===== src/rtl/cpu_pkg.sv =====
// Shared types for the CPU control stage: FSM states, opcode/op fields, writeback selects
// and the decoded instruction class.
package cpu_pkg;

    typedef enum logic [2:0] {
        ST_WAIT      = 3'd0,
        ST_DECODE    = 3'd1,
        ST_WRITE_IMM = 3'd2,
        ST_GET_A     = 3'd3,
        ST_GET_B     = 3'd4,
        ST_ALU       = 3'd5,
        ST_WRITE_REG = 3'd6,
        ST_HALT      = 3'd7
    } state_t;

    typedef enum logic [2:0] {
        CLS_ILLEGAL = 3'd0,
        CLS_MOV_IMM = 3'd1,
        CLS_MOV_REG = 3'd2,
        CLS_ADD     = 3'd3,
        CLS_CMP     = 3'd4,
        CLS_AND     = 3'd5,
        CLS_MVN     = 3'd6
    } instr_cls_t;

    localparam logic [2:0] OPC_MOV    = 3'b110;
    localparam logic [2:0] OPC_ALU    = 3'b101;

    localparam logic [1:0] OP_MOV_IMM = 2'b10;
    localparam logic [1:0] OP_MOV_REG = 2'b00;
    localparam logic [1:0] OP_ADD     = 2'b00;
    localparam logic [1:0] OP_CMP     = 2'b01;
    localparam logic [1:0] OP_AND     = 2'b10;
    localparam logic [1:0] OP_MVN     = 2'b11;

    localparam logic [1:0] VSEL_C     = 2'b00;
    localparam logic [1:0] VSEL_IMM8  = 2'b10;

endpackage


===== src/rtl/instr_dec.sv =====
// Combinational instruction decoder: splits the IR into register/shift fields, sign-extends
// the immediates and classifies the instruction. Zero latency, no flow control.
module instr_dec
    import cpu_pkg::*;
#(
    parameter int IR_W = 16
) (
    input  logic [IR_W-1:0] ir_i,
    output logic [1:0]      op_o,
    output logic [2:0]      rn_o,
    output logic [2:0]      rd_o,
    output logic [1:0]      sh_o,
    output logic [2:0]      rm_o,
    output logic [15:0]     sximm5_o,
    output logic [15:0]     sximm8_o,
    output instr_cls_t      cls_o
);

    logic [2:0] opcode;

    assign opcode   = ir_i[15:13];
    assign op_o     = ir_i[12:11];
    assign rn_o     = ir_i[10:8];
    assign rd_o     = ir_i[7:5];
    assign sh_o     = ir_i[4:3];
    assign rm_o     = ir_i[2:0];
    assign sximm8_o = {{8{ir_i[7]}}, ir_i[7:0]};
    assign sximm5_o = {{11{ir_i[4]}}, ir_i[4:0]};

    always_comb begin
        cls_o = CLS_ILLEGAL;
        if (opcode == OPC_MOV) begin
            if (op_o == OP_MOV_IMM) begin
                cls_o = CLS_MOV_IMM;
            end else if (op_o == OP_MOV_REG) begin
                cls_o = CLS_MOV_REG;
            end
        end else if (opcode == OPC_ALU) begin
            case (op_o)
                OP_ADD:  cls_o = CLS_ADD;
                OP_CMP:  cls_o = CLS_CMP;
                OP_AND:  cls_o = CLS_AND;
                default: cls_o = CLS_MVN;
            endcase
        end
    end

endmodule


===== src/rtl/cpu_controller.sv =====
// Instruction register plus Moore FSM sequencing datapath controls; s/load/w handshake in WAIT.
// Build with CPU_ILLEGAL_TRAP_EN to trap illegal encodings in HALT with an err output.
module cpu_controller
    import cpu_pkg::*;
#(
    parameter int IR_W = 16
) (
    input  logic            clk,
    input  logic            reset_n,
    input  logic [IR_W-1:0] in,
    input  logic            load,
    input  logic            s,
    output logic            w,
    output logic [2:0]      readnum,
    output logic [2:0]      writenum,
    output logic            write,
    output logic [1:0]      vsel,
    output logic            loada,
    output logic            loadb,
    output logic            loadc,
    output logic            loads,
    output logic            asel,
    output logic            bsel,
    output logic [1:0]      shift,
    output logic [1:0]      ALUop,
    output logic [15:0]     sximm8,
    output logic [15:0]     sximm5
`ifdef CPU_ILLEGAL_TRAP_EN
    ,
    output logic            err
`endif
);

    state_t          state_q, state_d;
    logic [IR_W-1:0] ir_q, ir_d;

    logic [1:0]  op;
    logic [2:0]  rn, rd, rm;
    logic [1:0]  sh;
    instr_cls_t  cls;

    instr_dec #(.IR_W(IR_W)) u_dec (
        .ir_i     (ir_q),
        .op_o     (op),
        .rn_o     (rn),
        .rd_o     (rd),
        .sh_o     (sh),
        .rm_o     (rm),
        .sximm5_o (sximm5),
        .sximm8_o (sximm8),
        .cls_o    (cls)
    );

    assign ir_d = (state_q == ST_WAIT && load) ? in : ir_q;

    always_ff @(posedge clk) begin
        if (!reset_n) begin
            state_q <= ST_WAIT;
            ir_q    <= '0;
        end else begin
            state_q <= state_d;
            ir_q    <= ir_d;
        end
    end

    always_comb begin
        state_d  = state_q;
        w        = 1'b0;
        readnum  = 3'd0;
        writenum = 3'd0;
        write    = 1'b0;
        vsel     = VSEL_C;
        loada    = 1'b0;
        loadb    = 1'b0;
        loadc    = 1'b0;
        loads    = 1'b0;
        asel     = 1'b0;
        bsel     = 1'b0;
        shift    = 2'b00;
        ALUop    = 2'b00;
        case (state_q)
            ST_WAIT: begin
                w = 1'b1;
                if (s) state_d = ST_DECODE;
            end
            ST_DECODE: begin
                case (cls)
                    CLS_MOV_IMM:                 state_d = ST_WRITE_IMM;
                    CLS_MOV_REG, CLS_MVN:        state_d = ST_GET_B;
                    CLS_ADD, CLS_CMP, CLS_AND:   state_d = ST_GET_A;
`ifdef CPU_ILLEGAL_TRAP_EN
                    default:                     state_d = ST_HALT;
`else
                    default:                     state_d = ST_WAIT;
`endif
                endcase
            end
            ST_WRITE_IMM: begin
                writenum = rn;
                vsel     = VSEL_IMM8;
                write    = 1'b1;
                state_d  = ST_WAIT;
            end
            ST_GET_A: begin
                readnum = rn;
                loada   = 1'b1;
                state_d = ST_GET_B;
            end
            ST_GET_B: begin
                readnum = rm;
                loadb   = 1'b1;
                state_d = ST_ALU;
            end
            ST_ALU: begin
                // Single-operand ops pass B through with A masked off.
                shift = sh;
                asel  = (cls == CLS_MOV_REG) || (cls == CLS_MVN);
                ALUop = (cls == CLS_MOV_REG) ? 2'b00 : op;
                if (cls == CLS_CMP) begin
                    loads   = 1'b1;
                    state_d = ST_WAIT;
                end else begin
                    loadc   = 1'b1;
                    state_d = ST_WRITE_REG;
                end
            end
            ST_WRITE_REG: begin
                writenum = rd;
                vsel     = VSEL_C;
                write    = 1'b1;
                state_d  = ST_WAIT;
            end
            ST_HALT: begin
`ifdef CPU_ILLEGAL_TRAP_EN
                state_d = ST_HALT;
`else
                state_d = ST_WAIT;
`endif
            end
            default: state_d = ST_WAIT;
        endcase
        // An edge with reset asserted must never commit a datapath write.
        if (!reset_n) begin
            loada = 1'b0;
            loadb = 1'b0;
            loadc = 1'b0;
            loads = 1'b0;
            write = 1'b0;
        end
    end

`ifdef CPU_ILLEGAL_TRAP_EN
    assign err = (state_q == ST_HALT);
`endif

endmodule


===== config.mk =====
export PLATFORM = sky130hd
export DESIGN_NAME = cpu_controller
export DESIGN_NICKNAME = d
export VERILOG_FILES = /design/src/rtl/cpu_pkg.sv /design/src/rtl/instr_dec.sv /design/src/rtl/cpu_controller.sv
export SDC_FILE = /design/constraint.sdc
export NUM_CORES = 1
export LEC_CHECK = 0
export BUFFER_PORTS_ARGS = -buffer_cell sky130_fd_sc_hd__buf_2
export CORE_UTILIZATION = 40
export CTS_CLUSTER_SIZE = 14
export DETAILED_ROUTE_END_ITERATION = 7
export PLACE_DENSITY = 0.85
export SYNTH_ARGS = -nofsm -noshare
export SYNTH_HDL_FRONTEND = slang
export SYNTH_SLANG_ARGS = --single-unit

===== constraint.sdc =====
create_clock -name clk -period 1.4 [get_ports clk]
set_input_delay 0.14 -clock clk [delete_from_list [all_inputs] [get_ports clk]]
set_output_delay 0.14 -clock clk [all_outputs]
set_load 0.01 [all_outputs]

==> out/results.tsv <==
metric	value	unit
status	complete, but fails checks	
failing checks	setup timing	
global-route wire length before repair	5.181	mm
final setup margin	-398.0	ps
met1 global-route usage	22.83	%
type of origin of the critical path	flop	
Fill cells	284	
initial antenna violation count	0	
RePlAce Congestion	0.9288	
Max-Cap Viols	0	
hold path startpoint	in[12]	
WS Path Type	flop to primary output	
initial core utilization	42.30	%
clock latency at the later pin of the worst-skew pair	300	ps
grt total ovfl	0	
Buffers on Ports	69	
core box area	3053	sq um
leak pwr	0.8961	nW
top post-synthesis cells by area	dfxtp_1 (29%), buf_4 (22%), nand2_1 (11%)	
most area-hungry cell type in the Yosys netlist	dfxtp_1	
Syn Std Cell Area	1291	sq um
Area Growth Syn to Fin	45.06	%
final setup violation count	15	
Die Ht	58.82	microns
DR iter-0 viols	54	
CP cell instances	buf_6 > ha_4 > or2b_4 > o21a_1 > and2_1 > buf_2	
reg-to-reg slack, setup	-300	ps
Hold Path Sink	ir_q[12]	
Synth top area share	29.46	%
syn avg cell area	7.686	sq um
number of global-route vias before repair	1171	
Via density	4.878	
largest net degree at the start of global routing	19	
utilization after layout	61.35	%
layer with the highest usage	met2	
critical path's top delay family	simple AND/OR/NAND/NOR gates	
dpl cells	256	
simple-gate share of the synthesized area	25.97	%
CTS buffer count	3	
CP Data Required Time	1260	ps
fin cells	271	
Final Hold Vio Count	0	
fmax	556.2	MHz
Final HPWL DP	2.253	mm
Reg-to-Reg Start	ir_q[11]	
Slowest-stage cell, CP	dfxtp_4	
# DRC	0	
CTS tree	yes	
Overall Power	1.260	mW
main combinational cell family by area after synthesis	simple AND/OR/NAND/NOR gates	
CTS Hold Bufs	0	
crit-path max cell delay	370	ps
DRT Pass-1 Iters	6	
fin crit share	128.4	%
CTS root buffer	clkbuf_4	
reg-to-reg critical path endpoint	state_q[2]	
Total GRT Usage	19.87	%
max-slew violation count	0	
CTS max path bufs	2	
die area	3459	sq um
skew final	3.819	ps
Setup crit end kind	primary output	
Final Instance Area	1873	sq um
post-route ant nets	0	
PwrDens	672.9	nW/um^2
unrepaired setup endpoints after global routing	true	
count of different cell masters after synthesis	38	
layout cells sized above 1	58.59	%
post-synthesis compound-gate area fraction	14.44	%
die extent in x	58.82	microns
global routing usage on met2	34.90	%
mux cell area share after synthesis	2.326	%
fin nets	251	
routed via count	1322	
Buf/Inv on CP	2	
WL per Instance	13.40	microns
row cnt	20	
reg2reg path depth	6	
maximum VDD drop	0.0003137	V
clock-pin slew on the worst setup and hold paths	120	ps
Final Critical Period	1798	ps
peak fanout along the critical path	3	
launch point of the critical path	ir_q[12]	
sequential element share of the synthesized area	29.46	%
yosys warns	0	
clock sink count	19	
Post-DP Area	1553	sq um
Synth Register Bits	19	
Cells after Synth	168	
Top Ports	72	
Arr. time, crit path	1660	ps
post-synthesis adder-cell area fraction	2.907	%
Hold Path Depth	3	
total wire length	3.632	mm
setup_tns	-2643	ps
worst min path class	input pin to flop	
H-tree level count	1	
Inserted Diodes	0	
XOR/XNOR share of the synthesized area	0	%
global routing usage on met3	3.736	%
-- metal layers --
metal  vias to the layer above  wire (microns)
met5                         -               0
met4                         0              83
met3                        10             204
met2                        55            1851
met1                       611            1492
li1                        646               -
-- placed cells by master, fill, tap and decap left out, types with 2 or more instances in the layout --
cell	instances
buf_2	67
nor2_4	2
and2_4	2
conb_1	2
dfxtp_1	14
nor3_2	2
buf_6	9
nor2_1	4
a22o_1	3
and2_1	4
mux2i_1	3
buf_12	2
dfxtp_4	4
clkbuf_4	3
nand2b_4	2
nand2_1	36
buf_4	17
a21oi_1	16
ha_4	3
nor3b_4	2
inv_4	2
-- where the power goes --
part	internal, mW	total (mW)	switching, mW
registers	0.570	0.615	0.0447
clock network	0.106	0.285	0.179
logic	0.175	0.360	0.185
-- worst register-to-register path, delay by kind of cell, from the launching register on --
family	cells	cell delay (ps)
flip-flops	1	370
adder cells (fa/ha/maj)	1	260
buffers and inverters	2	210
AO/OA/AOI/OAI	3	770
-- how the worst max path moves through the flow --
stage | to | slack [ps] | cells after the start
finish | ALUop[0] | -400 | 6
global route | loads | -480 | 7
CTS | loads | -400 | 7
detailed placement | loads | -150 | 7
global placement | loads | -110 | 7
floorplan | asel | -30 | 4
-- repair_timing --
| action | in CTS | in global routing |
|---|---|---|
| gates resized for setup | 28 | 23 |
| endpoints found under the setup margin | 20 | 32 |
| pin swaps | 11 | 11 |
| setup buffers | 6 | 8 |
-- kinds of logic after synthesis --
logic type | after synthesis
fa+ha+maj | 3
compound gates | 30
flops | 19
simple gates | 67
buf+inv | 45
mux | 3
other cells | 1
-- area by class of cell --
type | instances | area (sq um) | share of cell area (%)
clock buffer | 3 | 22.52 | 1.202
sequential | 19 | 396.6 | 21.18
tap | 44 | 55.05 | 2.939
multi-input combinational | 105 | 769.5 | 41.08
clock inverter | 1 | 5.005 | 0.2672
timing repair buffer | 95 | 604.3 | 32.26
inverter | 4 | 20.02 | 1.069
-- per-stage QoR --
step | worst slack [ps] | hold WS, ps
after CTS | -403.3 | 46.01
after global routing | -477.6 | 50.78
after floorplan | -25.47 | 276.0
after global placement | -108.7 | 382.9
after detailed placement | -152.0 | 388.4
final | -398.0 | 59.52
-- synthesized netlist by cell type, drive strengths merged --
| library cell | count |
|---|---|
| nand3b | 1 |
| or3 | 1 |
| a21oi | 17 |
| o211ai | 1 |
| a311oi | 1 |
| clkinv | 1 |
| a2111oi | 1 |
| nand2 | 38 |
| nand4b | 1 |
| o31a | 1 |
| o21a | 1 |
| mux2i | 3 |
| nand2b | 2 |
| and3b | 1 |
| o21ai | 2 |
| or2b | 1 |
| and3 | 1 |
| nor2 | 6 |
| o32a | 1 |
| dfxtp | 19 |
| ha | 3 |
| a31oi | 2 |
| nor4 | 2 |
| clkbuf | 1 |
| nor3 | 3 |
| nand3 | 1 |
| buf | 40 |
| nor3b | 2 |
| inv | 3 |
| conb | 1 |
| nand4 | 1 |
| and2 | 6 |
| a22o | 3 |
-- sequential cells by signal, indices dropped and copies added, names as in the netlist --
signal	count
state_q	3
ir_q	16
Note: power is estimated with default switching activity, not from simulation.
